===== config.mk =====
export PLATFORM = sky130hd
export DESIGN_NAME = delay_timer_arbiter
export DESIGN_NICKNAME = d
export VERILOG_FILES = /design/src/rtl/delay_timer_arbiter.sv
export SDC_FILE = /design/constraint.sdc
export NUM_CORES = 1
export LEC_CHECK = 0
export ABC_AREA = 1
export CORE_MARGIN = 2
export CORE_UTILIZATION = 45
export DETAILED_ROUTE_END_ITERATION = 6
export PLACE_DENSITY_LB_ADDON = 0.08
export SETUP_SLACK_MARGIN = 0.1
export SYNTH_ARGS = -nofsm -noshare
export SYNTH_HDL_FRONTEND = slang
export SYNTH_SLANG_ARGS = --single-unit

===== constraint.sdc =====
create_clock -name clk -period 5.7 [get_ports clk]
set_input_delay 1.425 -clock clk [delete_from_list [all_inputs] [get_ports clk]]
set_output_delay 1.425 -clock clk [all_outputs]
set_load 0.005 [all_outputs]

===== src/rtl/delay_timer_arbiter.sv =====
// Round-robin sharing of one countdown delay timer between NREQ requesters.
// Grant one cycle after the request is seen; done D+1 cycles after the grant.
module delay_timer_arbiter #(
    parameter int NREQ  = 4,
    parameter int CBITS = 10,
    parameter int MAXD  = 750,
    localparam int IW   = $clog2(NREQ)
) (
    input  logic                  clk,
    input  logic                  rst,
    input  logic [NREQ-1:0]       req,
    input  logic [NREQ*CBITS-1:0] dly,
    output logic [NREQ-1:0]       gnt,
    output logic                  busy,
    output logic                  done,
    output logic [IW-1:0]         done_id,
    output logic                  err,
    output logic                  abort
);

    typedef enum logic [1:0] {IDLE, COUNT, DONE} state_t;

    state_t            state_q, state_d;
    logic [CBITS-1:0]  cnt_q, cnt_d;
    logic [IW-1:0]     own_q, own_d;
    logic [IW-1:0]     ptr_q, ptr_d;
    logic              done_q, done_d;
    logic              err_q, err_d;
    logic              abort_q, abort_d;

    logic              win_vld;
    logic [IW-1:0]     win;
    logic [IW-1:0]     idx;
    logic [CBITS-1:0]  win_dly;
    logic              over;
    logic [IW-1:0]     ptr_nxt;

    // Scan downwards so the lowest rotated offset from ptr is the last match kept.
    always_comb begin
        win_vld = 1'b0;
        win     = '0;
        idx     = '0;
        for (int k = NREQ - 1; k >= 0; k--) begin
            idx = IW'((int'(ptr_q) + k) % NREQ);
            if (req[idx]) begin
                win_vld = 1'b1;
                win     = idx;
            end
        end
    end

    assign win_dly = dly[win*CBITS +: CBITS];
    assign over    = (win_dly > CBITS'(MAXD));
    assign ptr_nxt = (own_q == IW'(NREQ - 1)) ? '0 : own_q + IW'(1);

    always_comb begin
        state_d = state_q;
        cnt_d   = cnt_q;
        own_d   = own_q;
        ptr_d   = ptr_q;
        done_d  = 1'b0;
        err_d   = 1'b0;
        abort_d = 1'b0;
        case (state_q)
            IDLE: begin
                if (win_vld) begin
                    state_d = COUNT;
                    own_d   = win;
                    cnt_d   = over ? CBITS'(MAXD) : win_dly;
                    err_d   = over;
                end
            end
            COUNT: begin
                // Abandon wins over expiry when both happen in the same cycle.
                if (!req[own_q]) begin
                    state_d = IDLE;
                    abort_d = 1'b1;
                    ptr_d   = ptr_nxt;
                end else if (cnt_q == '0) begin
                    state_d = DONE;
                    done_d  = 1'b1;
                end else begin
                    cnt_d = cnt_q - CBITS'(1);
                end
            end
            DONE: begin
                state_d = IDLE;
                ptr_d   = ptr_nxt;
            end
            default: state_d = IDLE;
        endcase
    end

    always_ff @(posedge clk) begin
        if (rst) begin
            state_q <= IDLE;
            cnt_q   <= '0;
            own_q   <= '0;
            ptr_q   <= '0;
            done_q  <= 1'b0;
            err_q   <= 1'b0;
            abort_q <= 1'b0;
        end else begin
            state_q <= state_d;
            cnt_q   <= cnt_d;
            own_q   <= own_d;
            ptr_q   <= ptr_d;
            done_q  <= done_d;
            err_q   <= err_d;
            abort_q <= abort_d;
        end
    end

    assign busy    = (state_q != IDLE);
    assign gnt     = busy ? (NREQ'(1) << own_q) : '0;
    assign done    = done_q;
    assign done_id = own_q;
    assign err     = err_q;
    assign abort   = abort_q;

    a_gnt_onehot: assert property (@(posedge clk) disable iff (rst) $onehot0(gnt));
    a_busy_gnt:   assert property (@(posedge clk) disable iff (rst) busy == (gnt != '0));
    a_done_owner: assert property (@(posedge clk) disable iff (rst) done |-> (busy && gnt[done_id]));
    a_done_once:  assert property (@(posedge clk) disable iff (rst) done |=> !done);
    a_err_once:   assert property (@(posedge clk) disable iff (rst) err |=> !err);
    a_abort_once: assert property (@(posedge clk) disable iff (rst) abort |=> !abort);
    a_done_abort: assert property (@(posedge clk) disable iff (rst) !(done && abort));
    a_cnt_max:    assert property (@(posedge clk) disable iff (rst) cnt_q <= CBITS'(MAXD));

endmodule

==> flow_summary.toml <==
[status]
outcome = "finished clean"

[floorplanning]
initial_core_util = 0.481
pin_count = 56
die_area_um2 = 4520
coreArea_um2 = 3740
die_width_um = 67.3
die_y_um = 67.3
num_rows = 22

[placed_design]
io_buffers = 55
gp_congestion = 0.845
dp.cells = 399
placed_area_um2 = 2360
place_hpwl_mm = 3.64

[clock_network]
ctsHoldBuffers = 0
post-cts-setup-buffers = 0
numCtsBuffers = 3
cts_tree = "done"
htree_levels = 1
clk_path_buf_depth = 2
clock_sinks = 19
clk_pin_slew_ns = 0.07
clock-root-buffer = "clkbuf_8"
cts_resized = 0
insertion_delay_ns = 0.26

[timing]
fin_setup_tns_ns = 0
rsz0062_at_grt = "no"
period_needed_ns = 3.65
tightest_slew_ns = 0.974
final.period_utilization = 0.641
timing.hold.ws_ns = 0.495
hold_viol = 0
fin_skew_ns = 0.00184
finalSetupViolCount = 0
maxClockFrequency_mhz = 274
drv_slew = 0
max_slew_margin = 0.348

[route]
viasPerCell = 4.94
initialDrtViolationCount = 89
dr.pass1.iters = 4
ant_nets = 0
totalWireLength_mm = 4.42
drcViolationCount = 0
wl_per_cell_um = 11.0
num_vias = 1989

[final_layout]
final_common_cell = "nand2_1"
drive_above_1_share = 0.0930
fin_nets = 407
diodes = 0
area_growth_pct = 33.6
mostFrequentLayoutCells = "85 x nand2_1, 55 x clkdlybuf4s50_1, 45 x inv_1, 33 x nor2_1, 24 x nand3_1"
final_cell_area_um2 = 2410
layoutNonFillerInstCount = 403

[worst_setup_path]
critPathRequiredTime_ns = 5.88
critPathMaxFanout = 25
r2r_end = "cnt_q[3]"
r2r-start = "state_q[0]"
worstRegToRegCells = 10
critical_path_class = "primary input to register"
critPathCaptureType = "register"
worstPathArrival_ns = 3.84
crit_path_end = "cnt_q[3]"
start_kind = "primary input"
r2r_setup_slack_ns = 2.77
worstSetupStartpoint = "req[1]"

[min_path]
hp-class = "register to register"

[grt]
grt_max_degree = 26
antenna_found_initial = 0
grt_pass1_vias = 1834
grt_pass1_wl_mm = 7.80
grt_overflow_total = 0
gr-usage-all-layers = 0.221

[synth]
ys.warnings.count = 0
yosys.cell_types.count = 32
synth_cells = 303
postSynthAreaPerCell_um2 = 5.94
synthesis.nets = 354
syn_area_um2 = 1800
synth_seq_cells = 19
ys_seq_area_frac = 0.211

[pwr]
ir_drop_v = 0.000299
report.power.total_mw = 1.37
p_leak_nw = 1.13
p_per_area_nw_per_um2 = 571

[flow_run]
cap_violations = 0
-- report_power, final --
part	internal, mW	leakage (nW)	switching [mW]
Clock	0.0486	0.0255	0.0448
Combinational	0.382	0.952	0.662
Sequential	0.181	0.157	0.0549
-- synthesized netlist by cell type, drive strengths merged --
cell type | count | area share
nand2 | 93 | 0.22
inv | 50 | 0.10
nor2 | 33 | 0.069
nand3 | 29 | 0.099
o21ai | 25 | 0.076
a21oi | 24 | 0.079
dfxtp | 19 | 0.21
buf | 6 | 0.026
ha | 5 | 0.035
a211oi | 3 | 0.013
a31oi | 3 | 0.010
nor3 | 3 | 0.0083
xnor2 | 2 | 0.0097
a21o | 1 | 0.0042
and3 | 1 | 0.0035
clkbuf | 1 | 0.0021
clkinv | 1 | 0.0021
nand3b | 1 | 0.0042
o31ai | 1 | 0.0042
o41ai | 1 | 0.015
or2 | 1 | 0.0035
-- registers in the layout (all words and copies together), names as in the netlist --
register and count:
abort 1, done 1, state_q 2, cnt_q 10, err 1, ptr_q 2
done_id 2
-- cells by family after synthesis --
family | count (synthesis) | share of synthesized area
adders and majority gates | 5 | 0.0347
and+or+nand+nor | 161 | 0.408
AOI/OAI and AO/OA | 58 | 0.202
buffers and inverters | 58 | 0.135
xor gates and xnor gates | 2 | 0.00973
DFF | 19 | 0.211
-- worst max-delay path, cell delays in order --
cell             delay, ns
clkdlybuf4s50_1       0.48
inv_1                 0.09
o21ai_2               0.23
nand2_2               0.10
nand3_2               0.13
nand3_4               0.14
nand2_4               0.25
inv_2                 0.13
nand2_1               0.08
nand3_1               0.07
o21ai_2               0.10
nand2_1               0.07
nor2_1                0.08
nand2_1               0.07
nand2_2               0.07
nand2_4               0.07
nand2_1               0.06
nand2_1               0.06
a21oi_2               0.12
-- stage by stage --
step,worst slack (ns),utilization
floorplan,2.65,-
global placement,1.88,0.630
detailed placement,1.79,0.630
CTS,2.05,0.643
global route,1.70,0.643
finish,2.05,0.643
-- metal layers --
metal,global-route usage,part of all wire
met5,0,0
met4,0.0230,0.0045
met3,0.0417,0.046
met2,0.415,0.49
met1,0.269,0.46
-- final cells by class --
| cell class | instances | area (um^2) |
|---|---|---|
| Sequential cell | 19 | 380 |
| Multi-Input combinational cell | 226 | 1180 |
| Inverter | 51 | 191 |
| Clock inverter | 1 | 5.00 |
| Fill cell | 381 | 1340 |
| Tap cell | 48 | 60.1 |
| Timing Repair Buffer | 55 | 551 |
| Clock buffer | 3 | 41.3 |
-- worst min-delay path by stage --
stage	start	end	slack, ns	depth (start not counted)
after floorplan	cnt_q[9]	done	0.45	1
after global placement	cnt_q[9]	done	0.48	1
after detailed placement	cnt_q[9]	done	0.48	1
after CTS	cnt_q[9]	done	0.49	1
after global routing	cnt_q[9]	done	0.51	1
final	cnt_q[9]	done	0.50	1
Power figures use the tool's default switching activity.
